## src/rtl/imem_fetch_unit.sv

```systemverilog
// Instruction fetch front end: owns the PC, drives the instruction memory address,
// and pairs each returned word with its PC for decode (stall replay, redirect flush, fault trap).
module imem_fetch_unit #(
    parameter logic [31:0] RESET_PC = 32'h0000_0000,
    parameter int unsigned MEM_SIZE = 256
) (
    input  logic        clk,
    input  logic        rst_n,
    output logic [31:0] imem_addr,
    input  logic [31:0] imem_instr,
    input  logic        stall,
    input  logic        redirect_valid,
    input  logic [31:0] redirect_pc,
    output logic        if_valid,
    output logic [31:0] if_pc,
    output logic [31:0] if_instr,
    output logic        fetch_fault,
    output logic [31:0] fetch_count
);

    typedef enum logic {
        FETCH = 1'b0,
        FAULT = 1'b1
    } state_t;

    localparam logic [31:0] MAX_PC = 32'(MEM_SIZE - 4);

    state_t      state_q, state_d;
    logic [31:0] pc_q, pc_d;
    logic [31:0] req_pc_q, req_pc_d;
    logic        req_vld_q, req_vld_d;
    logic        fault_d;
    logic        bad_pc;

    assign bad_pc = (pc_q[1:0] != 2'b00) || (pc_q > MAX_PC);

    // Replaying the held address makes memory re-present the same word while stalled.
    // In FAULT req_vld_q is always 0, so this collapses to pc_q there.
    assign imem_addr = (stall && req_vld_q && !redirect_valid) ? req_pc_q : pc_q;
    assign if_valid  = req_vld_q && !redirect_valid;
    assign if_pc     = req_pc_q;
    assign if_instr  = imem_instr;

    always_comb begin
        state_d   = state_q;
        pc_d      = pc_q;
        req_pc_d  = req_pc_q;
        req_vld_d = req_vld_q;
        fault_d   = fetch_fault;
        unique case (state_q)
            FETCH: begin
                if (redirect_valid) begin
                    pc_d      = redirect_pc;
                    req_vld_d = 1'b0;
                end else if (stall && req_vld_q) begin
                    pc_d = pc_q;
                end else if (bad_pc) begin
                    fault_d   = 1'b1;
                    req_vld_d = 1'b0;
                    state_d   = FAULT;
                end else begin
                    req_pc_d  = pc_q;
                    req_vld_d = 1'b1;
                    pc_d      = pc_q + 32'd4;
                end
            end
            FAULT: begin
                // Target is re-checked by the FETCH rules on the following cycle.
                if (redirect_valid) begin
                    pc_d    = redirect_pc;
                    fault_d = 1'b0;
                    state_d = FETCH;
                end
            end
            default: state_d = FETCH;
        endcase
    end

    always_ff @(posedge clk or negedge rst_n) begin
        if (!rst_n) begin
            state_q     <= FETCH;
            pc_q        <= RESET_PC;
            req_pc_q    <= 32'h0;
            req_vld_q   <= 1'b0;
            fetch_fault <= 1'b0;
        end else begin
            state_q     <= state_d;
            pc_q        <= pc_d;
            req_pc_q    <= req_pc_d;
            req_vld_q   <= req_vld_d;
            fetch_fault <= fault_d;
        end
    end

    always_ff @(posedge clk or negedge rst_n) begin
        if (!rst_n) begin
            fetch_count <= 32'h0;
        end else if (if_valid && !stall) begin
            fetch_count <= fetch_count + 32'd1;
        end
    end

endmodule

```

## config.mk

```make
export PLATFORM = sky130hd
export DESIGN_NAME = imem_fetch_unit
export DESIGN_NICKNAME = d
export VERILOG_FILES = /design/src/rtl/imem_fetch_unit.sv
export SDC_FILE = /design/constraint.sdc
export NUM_CORES = 1
export LEC_CHECK = 0
export CAP_MARGIN = 20
export CORE_ASPECT_RATIO = 1.75
export CORE_UTILIZATION = 63
export CTS_CLUSTER_SIZE = 30
export DETAILED_ROUTE_END_ITERATION = 6
export DONT_BUFFER_PORTS = 1
export HOLD_SLACK_MARGIN = 0.1
export PLACE_DENSITY_LB_ADDON = 0.05
export SLEW_MARGIN = 20
export SYNTH_ARGS = -nofsm -noshare
export SYNTH_HDL_FRONTEND = slang
export SYNTH_SLANG_ARGS = --single-unit
```

## constraint.sdc

```tcl
create_clock -name clk -period 2.6 [get_ports clk]
set_clock_uncertainty 0.2 [all_clocks]
set_input_delay 0.39 -clock clk [delete_from_list [all_inputs] [get_ports clk]]
set_output_delay 0.39 -clock clk [all_outputs]
set_load 0.01 [all_outputs]
```

==> results of run 1 <==
[per-stage QoR]
stage          utilization  area (um2)  hold WS (ps)  setup WS [ps]  total power (W)
3_3_place_gp        0.6412        4638        -103.9          244.4         0.001961
5_1_grt             0.7224        5225        -466.4          79.69         0.003339
4_1_cts             0.7224        5225        -461.9          175.7         0.003251
6_report            0.7224        5225        -458.3          182.5         0.003229
3_5_place_dp        0.6412        4638        -103.6          181.3         0.001969
2_1_floorplan            -        4745        -105.6          348.2         0.001954
[cell families after synthesis]
kind of cell / Yosys count / synth area share
muxes: 63 / 0.1527
buffers and inverters: 50 / 0.06962
and+or+nand+nor: 125 / 0.1545
AOI/OAI and AO/OA: 26 / 0.03323
DFF: 99 / 0.5222
xor gates and xnor gates: 31 / 0.05723
adders and majority gates: 4 / 0.01055
[cell type report]
| type | count | area [um2] |
|---|---|---|
| clock buffer | 12 | 236.5 |
| clock inverter | 3 | 40.04 |
| fill | 509 | 2008 |
| inverter | 7 | 26.28 |
| multi-input combinational | 249 | 1939 |
| sequential | 99 | 2477 |
| tap | 86 | 107.6 |
| timing repair buffer | 41 | 397.9 |
[routing by layer]
layer,vias up,share of wire,routed length [um]
li1,1379,-,-
met1,1528,0.36,3600
met2,138,0.54,5345
met3,17,0.077,764
met4,0,0.026,255
met5,-,0,0
[registers in the layout, indices dropped and copies added (netlist names)]
register     count
fetch_count     32
fetch_fault      1
if_pc           32
pc_q            32
req_vld_q        1
state_q          1
[layout by cell type, fill, tap and decap left out, types with 9 or more instances in the layout]
master,n
nand2_1,24
nand3_1,11
a21oi_1,9
dfrtp_1,99
nor2b_1,26
nand4_1,12
buf_4,9
xnor2_1,22
dlygate4sd3_1,31
xor2_1,9
mux2_2,59
nor2_1,14
clkbuf_16,9
[path summary, 6_finish.rpt]
kind,end,slack (ps),cells after the start
max,if_pc[13],180,7
min,fetch_count[8],-460,0
max reg2reg,if_pc[13],180,7
min reg2reg,pc_q[18],340,1
max in group asynchronous,pc_q[3],2490,0
min in group clk,fetch_count[0],110,2
[report_power, final]
part | leakage [nW] | internal (W) | switching [W]
sequential | 1.30 | 0.00161 | 0.0000797
clock | 0.136 | 0.000738 | 0.000512
combinational | 0.912 | 0.000157 | 0.000132
[repair_timing]
| action | 4_1_cts | 5_1_grt |
|---|---|---|
| setup endpoints to repair | 0 | 0 |
| resized for setup | 0 | 0 |
| hold endpoints to repair | 131 | 99 |
==> summary.log, run 1 <==
qor: sta.tightestPinTransition 551.3 ps
qor: clocking.tritoncts built
qor: floorplanning.core_area 7233 um2
qor: synth.ys_async_sr_fraction 1.000
qor: power_and_ir_drop.leakage 2.350 nW
qor: synth.synth_cell_type_count 44
qor: placed_design.placed_cells 451
qor: run_status.violations negative hold slack
qor: sta.final_count_of_hold_timing_violations 99
qor: setup_path.setup.worst_path.end_class flip-flop
qor: synth.yosys-top-cells-area dfrtp_1, mux2_2, buf_4
qor: placed_design.io_buffers 0
qor: floorplanning.core.rowCount 41
qor: synth.ys_ff_latch 99
qor: sta.period_minus_slack 2418 ps
qor: sta.final-max-slew-violation-count 0
qor: global_routing.grt_first_pass_wirelength 14990 um
qor: detailed_routing.drc 0
qor: synth.number_of_instances_in_the_synthesized_netlist 398
qor: floorplanning.io_pins 198
qor: synth.synth_largest_area_cell dfrtp_1
qor: setup_path.crit_path_max_fanout 24
qor: sta.timing.final.crit_share 0.9298
qor: synth.synth_enable_flop_cells 0
qor: layout.instances_no_fill 497
qor: global_routing.global_route.overflow_total 0
qor: power_and_ir_drop.power_per_cell_area 617.9 nW/um2
qor: detailed_routing.drt_first_pass_iters 4
qor: global_routing.met1_usage 0.2726
qor: placed_design.place_congestion 0.8553
qor: sta.fin_setup_tns 0 ps
qor: layout.flow.area_growth_from_synthesis 10.13%
qor: clocking.holdBufCountCts 31
qor: setup_path.maximum_cell_stage_delay_along_the_critical_path 570 ps
qor: sta.max-slew-margin-rel 0.6291
qor: synth.synthesis.nets 470
qor: power_and_ir_drop.max-vdd-ir-drop 0.5093 mV
qor: detailed_routing.dr_total_vias 3062
qor: detailed_routing.finalWirelength 9966 um
qor: setup_path.buffering_stage_count_on_the_worst_path_with_inverters_included 2
qor: setup_path.crit_family simple AND/OR/NAND/NOR gates
qor: job.cap_violations 0
qor: synth.synth_area 4745 um2
qor: clocking.number_of_clock_sinks 99
qor: synth.synth_top_cell_area_share 0.5222
qor: setup_path.timing_worst_setup_path_type flip-flop to flip-flop
qor: layout.finalNetCount 479
qor: setup_path.cpMaxStageDelayCell or4_4
qor: synth.synth-main-ff-cell dfrtp_1
qor: floorplanning.initial_core_util 0.6559
qor: clocking.cts_post_setup_buffers_inserted 0
qor: clocking.insertion_delay 340 ps
qor: setup_path.critPathRequiredTime 2620 ps
qor: floorplanning.die_y 116.8 um
qor: placed_design.hpwlAfterDp 6935 um
qor: global_routing.globalRouteMet3Util 0.09109
qor: global_routing.antenna_violations_before_repair 0
qor: layout.drive_above_1_share 0.2287
qor: clocking.cts_buffer_depth 2
qor: global_routing.grt.busiest_layer met2
qor: floorplanning.die-width 67.60 um
qor: clocking.clockRootBuffer clkbuf_16
qor: detailed_routing.avgViaCountPerCell 6.161
qor: setup_path.crit_path_start_kind flip-flop
qor: global_routing.first_global_vias 3101
qor: clocking.clk_transition_reported_paths 60 ps
qor: layout.diodes 0
qor: floorplanning.die_area 7896 um2
qor: synth.yosys.cell_count.top_type dfrtp_1
qor: global_routing.globalRouteTotalUtil 0.2619
qor: synth.yosysSeqAreaShare 0.5222
qor: global_routing.grt_max_degree 100
qor: setup_path.timing.rr.start pc_q[14]
qor: min_path.class_of_the_worst_hold_path input port to asynchronous set/reset pin
qor: synth.ys_top_cells_by_count dfrtp_1, mux2_2, buf_4, nor2b_1, nand2_1
qor: detailed_routing.drtIter0Drc 121
qor: clocking.numCtsBuffers 9
qor: setup_path.worst_path_most_repeated_cell buf_4
qor: synth.post_synth.cell_area_avg 11.92 um2
qor: setup_path.worst_ep_arrival_time 2430 ps
qor: sta.setup_viol_count_final 0
qor: setup_path.worstSetupStartpoint pc_q[14]
qor: sta.rsz0062_at_grt false
qor: setup_path.worstPathCellList or4_4 -> nand4b_4 -> nor2_4 -> and2_1 -> buf_4 -> buf_4 -> nor2b_1
qor: detailed_routing.detail-route-antenna-nets 0
qor: sta.whs -458.3 ps
qor: detailed_routing.routed_wire_length_per_instance 20.05 um
qor: clocking.ctsHtreeMaxLevel 3
qor: synth.synthesis.yosys.warnings 0
qor: global_routing.grtUsageMet2 0.4561
qor: sta.fmax 413.6 MHz
qor: run_status.outcome finished with violations
No activity file was read; power rests on OpenSTA's default activity.
==> run 2, diff against run 1 <==
--- a/config.mk
+++ b/config.mk
@@ -7,7 +7,7 @@
 export LEC_CHECK = 0
 export CAP_MARGIN = 20
 export CORE_ASPECT_RATIO = 1.75
-export CORE_UTILIZATION = 63
+export CORE_UTILIZATION = 35
 export CTS_CLUSTER_SIZE = 30
 export DETAILED_ROUTE_END_ITERATION = 6
 export DONT_BUFFER_PORTS = 1
==> run 2 against run 1 <==
Against the previous run:
- the run still ends with negative hold slack left
- first-iteration DRC count shrank 0.83%
- combinational power barely moved
- register-to-register slack improved by 30 ps
- setup slack lost 18 ps
- die area rose by 78%
- global-route usage fell by 8.8 points
- critical path depth fell by 2
- non-clock buffer count is 1 higher
- utilization is 31 points lower
- power is 0.22% higher
- largest cell class unchanged
==> summary.log, run 2 (synthesis results as in run 1) <==
qor: layout.finalNetCount 480 [was 479]
qor: clocking.tritoncts built [unchanged]
qor: layout.instances_no_fill 584 [was 497]
qor: sta.period_minus_slack 2435 ps [was 2418 ps]
qor: sta.max-slew-margin-rel 0.6453 [was 0.6291]
qor: sta.whs -459.1 ps [was -458.3 ps]
qor: detailed_routing.finalWirelength 11530 um [was 9966 um]
qor: setup_path.timing_worst_setup_path_type flip-flop to output pin [was flip-flop to flip-flop]
qor: global_routing.grt_first_pass_wirelength 18460 um [was 14990 um]
qor: global_routing.grt_max_degree 100 [unchanged]
qor: run_status.outcome finished with violations [unchanged]
qor: clocking.number_of_clock_sinks 99 [unchanged]
qor: layout.most_common_library_cell_in_the_layout_ignoring_fill_and_taps dfrtp_1 [unchanged]
qor: detailed_routing.drt_first_pass_iters 4 [unchanged]
qor: setup_path.worstRegToRegCells 6 [was 7]
qor: clocking.numCtsBuffers 9 [unchanged]
qor: clocking.cts_buffer_depth 2 [unchanged]
qor: sta.setup_viol_count_final 0 [unchanged]
qor: sta.timing.final.crit_share 0.9366 [was 0.9298]
qor: detailed_routing.routed_wire_length_per_instance 19.74 um [was 20.05 um]
qor: placed_design.placed_cells 537 [was 451]
qor: layout.num-fill-cells 1298 [was 509]
qor: clocking.clk_transition_reported_paths 70 ps [was 60 ps]
qor: global_routing.global_route.overflow_total 0 [unchanged]
qor: power_and_ir_drop.total_power 0.003236 W [was 0.003229 W]
qor: layout.diodes 0 [unchanged]
qor: layout.drive_above_1_share 0.2349 [was 0.2287]
qor: clocking.clockRootBuffer clkbuf_16 [unchanged]
qor: setup_path.worstSetupStartpoint req_vld_q [was pc_q[14]]
qor: detailed_routing.drtIter0Drc 120 [was 121]
qor: setup_path.critical_path.reg2reg.endpoint if_pc[3] [was if_pc[13]]
qor: detailed_routing.drc 0 [unchanged]
qor: floorplanning.die_area 14040 um2 [was 7896 um2]
qor: min_path.class_of_the_worst_hold_path input port to asynchronous set/reset pin [unchanged]
qor: layout.most-common-layout-cells dfrtp_1, mux2_2, dlygate4sd3_1, nor2b_1, nand2_1 [unchanged]
qor: setup_path.setup.worst_path.end_class output pin [was flip-flop]
qor: placed_design.hpwlAfterDp 7995 um [was 6935 um]
qor: setup_path.timing.rr.start pc_q[14] [unchanged]
qor: clocking.holdBufCountCts 31 [unchanged]
qor: placed_design.place_congestion 0.8368 [was 0.8553]
qor: sta.final_count_of_hold_timing_violations 99 [unchanged]
qor: global_routing.globalRouteTotalUtil 0.1737 [was 0.2619]
qor: power_and_ir_drop.power_per_cell_area 604.7 nW/um2 [was 617.9 nW/um2]
qor: setup_path.critPathRequiredTime 2010 ps [was 2620 ps]
qor: clocking.ctsHtreeMaxLevel 3 [unchanged]
qor: floorplanning.core_area 13080 um2 [was 7233 um2]
qor: detailed_routing.dr_total_vias 3024 [was 3062]
qor: floorplanning.core.rowCount 55 [was 41]
qor: setup_path.crit_path_start_kind flip-flop [unchanged]
qor: floorplanning.die-width 90.01 um [was 67.60 um]
qor: setup_path.crit_path_max_fanout 33 [was 24]
qor: global_routing.antenna_violations_before_repair 0 [unchanged]
qor: run_status.violations negative hold slack [unchanged]
qor: clocking.cts_post_setup_buffers_inserted 0 [unchanged]
qor: placed_design.io_buffers 0 [unchanged]
qor: sta.tightestPinTransition 527.2 ps [was 551.3 ps]
qor: setup_path.r2r_slack 210 ps [was 180 ps]
qor: layout.flow.area_growth_from_synthesis 12.79% [was 10.13%]
qor: sta.final-max-slew-violation-count 0 [unchanged]
qor: detailed_routing.avgViaCountPerCell 5.178 [was 6.161]
qor: global_routing.first_global_vias 3159 [was 3101]
qor: floorplanning.initial_core_util 0.3629 [was 0.6559]
qor: clocking.cts-resized-gates 0 [unchanged]
qor: sta.fin_setup_tns 0 ps [unchanged]
qor: power_and_ir_drop.leakage 2.349 nW [was 2.350 nW]
qor: sta.fmax 410.6 MHz [was 413.6 MHz]
qor: setup_path.worst_ep_arrival_time 1850 ps [was 2430 ps]
qor: detailed_routing.detail-route-antenna-nets 0 [unchanged]
qor: clocking.insertion_delay 340 ps [about the same]
qor: floorplanning.io_pins 198 [unchanged]
qor: power_and_ir_drop.max-vdd-ir-drop 0.2770 mV [was 0.5093 mV]
qor: sta.rsz0062_at_grt false [unchanged]
qor: floorplanning.die_y 156.0 um [was 116.8 um]
qor: job.cap_violations 0 [unchanged]
==> run 2: worst max-delay path by stage <==
stage                          endpoint  slack (ps)  depth (start not counted)
after global placement         if_pc[3]         240                          7
after CTS                 imem_addr[14]         110                          5
final                     imem_addr[14]         160                          5
after detailed placement       if_pc[3]         210                          6
after floorplan                if_pc[4]         350                          7
after global routing       imem_addr[8]          20                          5
==> run 2: critical path: stages (launching register included) <==
cell	delay, ps
dfrtp_1	400
nand2b_1	200
inv_1	150
nand2_2	110
buf_12	230
mux2_2	410
==> run 2: metrics by stage <==
step	setup WS (ps)	utilization	cell area [um2]
after CTS	112.3	0.4093	5351
after global placement	239.3	0.3646	4767
after global routing	18.59	0.4093	5351
final	164.7	0.4093	5351
after floorplan	348.2	-	4745
after detailed placement	208.1	0.3646	4767
==> run 2: final cells by class <==
type | count | area [um2] | area share
inverter | 7 | 26.28 | 0.004910
tap | 171 | 214.0 | 0.03998
timing repair buffer | 42 | 417.9 | 0.07809
multi-input combinational | 249 | 1942 | 0.3629
clock inverter | 3 | 23.77 | 0.004442
sequential | 99 | 2477 | 0.4629
clock buffer | 13 | 250.2 | 0.04676
==> run 2: per-layer routing <==
| layer | GRT usage | up-vias | part of all wire | wire, um |
|---|---|---|---|---|
| met2 | 0.3152 | 127 | 0.55 | 6359 |
| met5 | 0 | - | 0 | 0 |
| met4 | 0.06759 | 0 | 0.020 | 231 |
| met3 | 0.05068 | 14 | 0.058 | 674 |
| met1 | 0.1891 | 1497 | 0.37 | 4261 |
| li1 | - | 1386 | - | - |
==> run 2: power breakdown <==
group | internal (W) | switching [W] | total [W]
clock | 0.000679 | 0.000573 | 0.00125
combinational | 0.000156 | 0.000136 | 0.000292
sequential | 0.00161 | 0.0000836 | 0.00169
total | 0.00244 | 0.000792 | 0.00324
==> run 3, diff against run 2 <==
==> constraint.sdc (replaced) <==
create_clock -name clk -period 2.7 [get_ports clk]
set_clock_uncertainty 0.2 [all_clocks]
set_input_delay 0.405 -clock clk [delete_from_list [all_inputs] [get_ports clk]]
set_output_delay 0.405 -clock clk [all_outputs]
set_load 0.01 [all_outputs]
==> run 3 against run 2 <==
Against the previous run:
- the flow still finishes with violations (negative hold slack)
- sequential share of layout area is 0.054 points lower
- sequential cell count unchanged
- global-route usage fell by 0.24 points
- via count shrank 0.26%
- combinational power down 4%
- first-iteration DRC count rose by 17%
- critical path type unchanged
- critical endpoint is now imem_addr[7]
- largest power group unchanged
==> summary.log, run 3 (synthesis results as in run 1) <==
qor: sta.period_minus_slack 2528 ps
qor: global_routing.grt_max_degree 100 [unchanged]
qor: layout.finalNetCount 479 [was 480]
qor: sta.fin_setup_tns 0 ps [unchanged]
qor: power_and_ir_drop.leakage 2.358 nW [was 2.349 nW]
qor: setup_path.worstSetupStartpoint req_vld_q [unchanged]
qor: power_and_ir_drop.clockPowerShare 0.404 [was 0.387]
qor: clocking.clk_transition_reported_paths 70 ps [about the same]
qor: detailed_routing.met1Wirelength 4347 um [was 4261 um]
qor: setup_path.timing.rr.start pc_q[14] [unchanged]
qor: clocking.ctsHtreeMaxLevel 3 [unchanged]
qor: setup_path.setup.worst_path.end_class output pin [unchanged]
qor: job.cap_violations 0 [unchanged]
qor: layout.instances_no_fill 583 [was 584]
qor: layout.flow.area_growth_from_synthesis 12.92% [was 12.79%]
qor: detailed_routing.detailroute.wirelength.met2 6379 um [was 6359 um]
qor: detailed_routing.drtIter0Drc 140 [was 120]
qor: global_routing.globalRouteTotalUtil 0.1713 [was 0.1737]
qor: placed_design.io_buffers 0 [unchanged]
qor: floorplanning.core_area 13080 um2 [unchanged]
qor: run_status.violations negative hold slack [unchanged]
qor: setup_path.buffering_stage_count_on_the_worst_path_with_inverters_included 2 [unchanged]
qor: clocking.insertion_delay 350 ps [was 340 ps]
qor: setup_path.worst_ep_arrival_time 1920 ps [was 1850 ps]
qor: layout.multiInputGateArea 1947 um2 [was 1942 um2]
qor: setup_path.timing_worst_setup_path_type flip-flop to output pin [unchanged]
qor: layout.diodes 0 [unchanged]
qor: layout.seqCellArea 2477 um2 [unchanged]
qor: min_path.class_of_the_worst_hold_path input port to asynchronous set/reset pin [unchanged]
qor: layout.drive_above_1_share 0.2379 [was 0.2349]
qor: power_and_ir_drop.max-vdd-ir-drop 0.3139 mV [was 0.2770 mV]
qor: run_status.outcome finished with violations [unchanged]
qor: setup_path.r2r_slack 300 ps [was 210 ps]
qor: sta.final-max-slew-violation-count 0 [unchanged]
qor: sta.max-slew-margin-rel 0.5981 [was 0.6453]
qor: power_and_ir_drop.power.switching 0.0007912 W [was 0.0007917 W]
qor: setup_path.worstRegToRegCells 6 [unchanged]
qor: sta.rsz0062_at_grt false [unchanged]
qor: clocking.numCtsBuffers 9 [unchanged]
qor: setup_path.critical_path.reg2reg.endpoint if_pc[2] [was if_pc[3]]
qor: placed_design.pre_cts_ws 298.4 ps [was 208.1 ps]
qor: detailed_routing.drt_first_pass_iters 4 [unchanged]
qor: floorplanning.die_area 14040 um2 [unchanged]
qor: clocking.clockRootBuffer clkbuf_16 [unchanged]
qor: layout.most_common_library_cell_in_the_layout_ignoring_fill_and_taps dfrtp_1 [unchanged]
qor: power_and_ir_drop.swShare 0.2465 [was 0.2447]
qor: floorplanning.io_pins 198 [unchanged]
qor: sta.fmax 395.5 MHz
qor: global_routing.first_global_vias 3285 [was 3159]
qor: sta.timing.final.crit_share 0.9365
qor: clocking.tritoncts built [unchanged]
qor: sta.whs -455.7 ps [was -459.1 ps]
qor: sta.setup_viol_count_final 0 [unchanged]
qor: clocking.cts_post_setup_buffers_inserted 0 [unchanged]
qor: detailed_routing.finalWirelength 11580 um [was 11530 um]
qor: setup_path.critPathRequiredTime 2100 ps [was 2010 ps]
qor: detailed_routing.detail-route-antenna-nets 0 [unchanged]
qor: placed_design.place_congestion 0.8112 [was 0.8368]
qor: sta.tightestPinTransition 597.4 ps [was 527.2 ps]
qor: power_and_ir_drop.p_int 0.002419 W [was 0.002444 W]
qor: layout.num-fill-cells 1264 [was 1298]
qor: clocking.holdBufCountCts 31 [unchanged]
qor: layout.most-common-layout-cells dfrtp_1, mux2_2, dlygate4sd3_1, nor2b_1, nand2_1 [unchanged]
qor: global_routing.global_route.overflow_total 0 [unchanged]
qor: detailed_routing.dr_total_vias 3016 [was 3024]
qor: sta.worst_slack_setup_final 171.6 ps [was 164.7 ps]
qor: detailed_routing.drc 0 [unchanged]
qor: layout.final_core_util 0.4098 [was 0.4093]
qor: setup_path.crit_path_start_kind flip-flop [unchanged]
qor: detailed_routing.routed_wire_length_per_instance 19.85 um [was 19.74 um]
qor: detailed_routing.topRoutingLayerUsed met4 [unchanged]
qor: floorplanning.core.rowCount 55 [unchanged]
qor: floorplanning.die-width 90.01 um [unchanged]
qor: power_and_ir_drop.pwr-share-comb 0.087 [was 0.090]
qor: power_and_ir_drop.power_per_cell_area 599.1 nW/um2 [was 604.7 nW/um2]
qor: detailed_routing.met3_wire_length 659 um [was 674 um]
qor: placed_design.dpl-instance-area 4747 um2 [was 4767 um2]
qor: global_routing.antenna_violations_before_repair 0 [unchanged]
qor: layout.stdcell_area 5358 um2 [was 5351 um2]
qor: setup_path.crit_family flip-flops [was multiplexers]
qor: floorplanning.initial_core_util 0.3629 [unchanged]
qor: setup_path.crit_path_max_fanout 25 [was 33]
qor: detailed_routing.avgViaCountPerCell 5.173 [was 5.178]
qor: power_and_ir_drop.seq_power_share 0.508 [was 0.523]
qor: setup_path.maximum_cell_stage_delay_along_the_critical_path 400 ps [was 410 ps]
qor: placed_design.hpwlAfterDp 8168 um [was 7995 um]
qor: clocking.cts_buffer_depth 2 [unchanged]
qor: setup_path.worstPathCellList nand2b_1 -> inv_1 -> nand2_4 -> buf_12 -> mux2_2 [was nand2b_1 -> inv_1 -> nand2_2 -> buf_12 -> mux2_2]
qor: sta.final_count_of_hold_timing_violations 99 [unchanged]
qor: global_routing.grt_first_pass_wirelength 18610 um [was 18460 um]
qor: floorplanning.die_y 156.0 um [unchanged]
qor: setup_path.cpMaxStageDelayCell dfrtp_1 [was mux2_2]
qor: clocking.number_of_clock_sinks 99 [unchanged]
qor: placed_design.placed_cells 536 [was 537]
==> run 3: cell count changes in the layout (fill, tap and decap cells not counted), sizes merged <==
cell,before,now
clkbuf,13,10
buf,11,10
bufinv,0,1
clkinv,1,2
clkinvlp,2,3
==> run 3: worst register-to-register path: stages, from the launching register on <==
cell and delay, ps:
dfrtp_1 390, or4_4 550, nand4b_4 240, nor2_4 200, and2_1 200, buf_4 170
mux2_2 330
==> run 3: routing by layer <==
metal,global-route usage,up-vias
li1,-,1374
met1,0.1818,1503
met2,0.3213,124
met3,0.05019,15
met4,0.05530,0
met5,0,-
==> run 3: power by group through the flow <==
stage | Clock, W | Sequential (W) | Combinational [W]
2_1_floorplan | 0 | 0.00163 | 0.000254
3_3_place_gp | 0 | 0.00166 | 0.000247
3_5_place_dp | 0 | 0.00166 | 0.000246
4_1_cts | 0.00135 | 0.00163 | 0.000284
5_1_grt | 0.00138 | 0.00164 | 0.000305
6_report | 0.00130 | 0.00163 | 0.000281
==> run 3: repair_timing <==
item,CTS,global route
endpoints found under the setup margin,0,24
gates resized for setup,0,1
hold endpoints to repair,132,99
==> run 3: worst max path at each step <==
stage / to / cells after the start / slack [ps]
2_1_floorplan: if_pc[4] / 7 / 450
3_3_place_gp: if_pc[2] / 6 / 340
3_5_place_dp: if_pc[2] / 6 / 300
4_1_cts: imem_addr[7] / 5 / 60
5_1_grt: imem_addr[7] / 5 / 10
6_report: imem_addr[7] / 5 / 170
==> run 3: area by class of cell <==
class	instances	share of cell area
flip-flops and latches	99	0.4624
multi-input cells	249	0.3634
inverters	7	0.004904
well taps	171	0.03993
repair buffers	41	0.07426
clock inverters	6	0.01238
clock buffers	10	0.04274
==> run 3: per-stage QoR <==
step | total power [W] | hold slack (ps)
global route | 0.003331 | -474.1
finish | 0.003210 | -455.7
floorplan | 0.001882 | -90.59
CTS | 0.003266 | -467.6
detailed placement | 0.001909 | -88.67
global placement | 0.001907 | -88.80
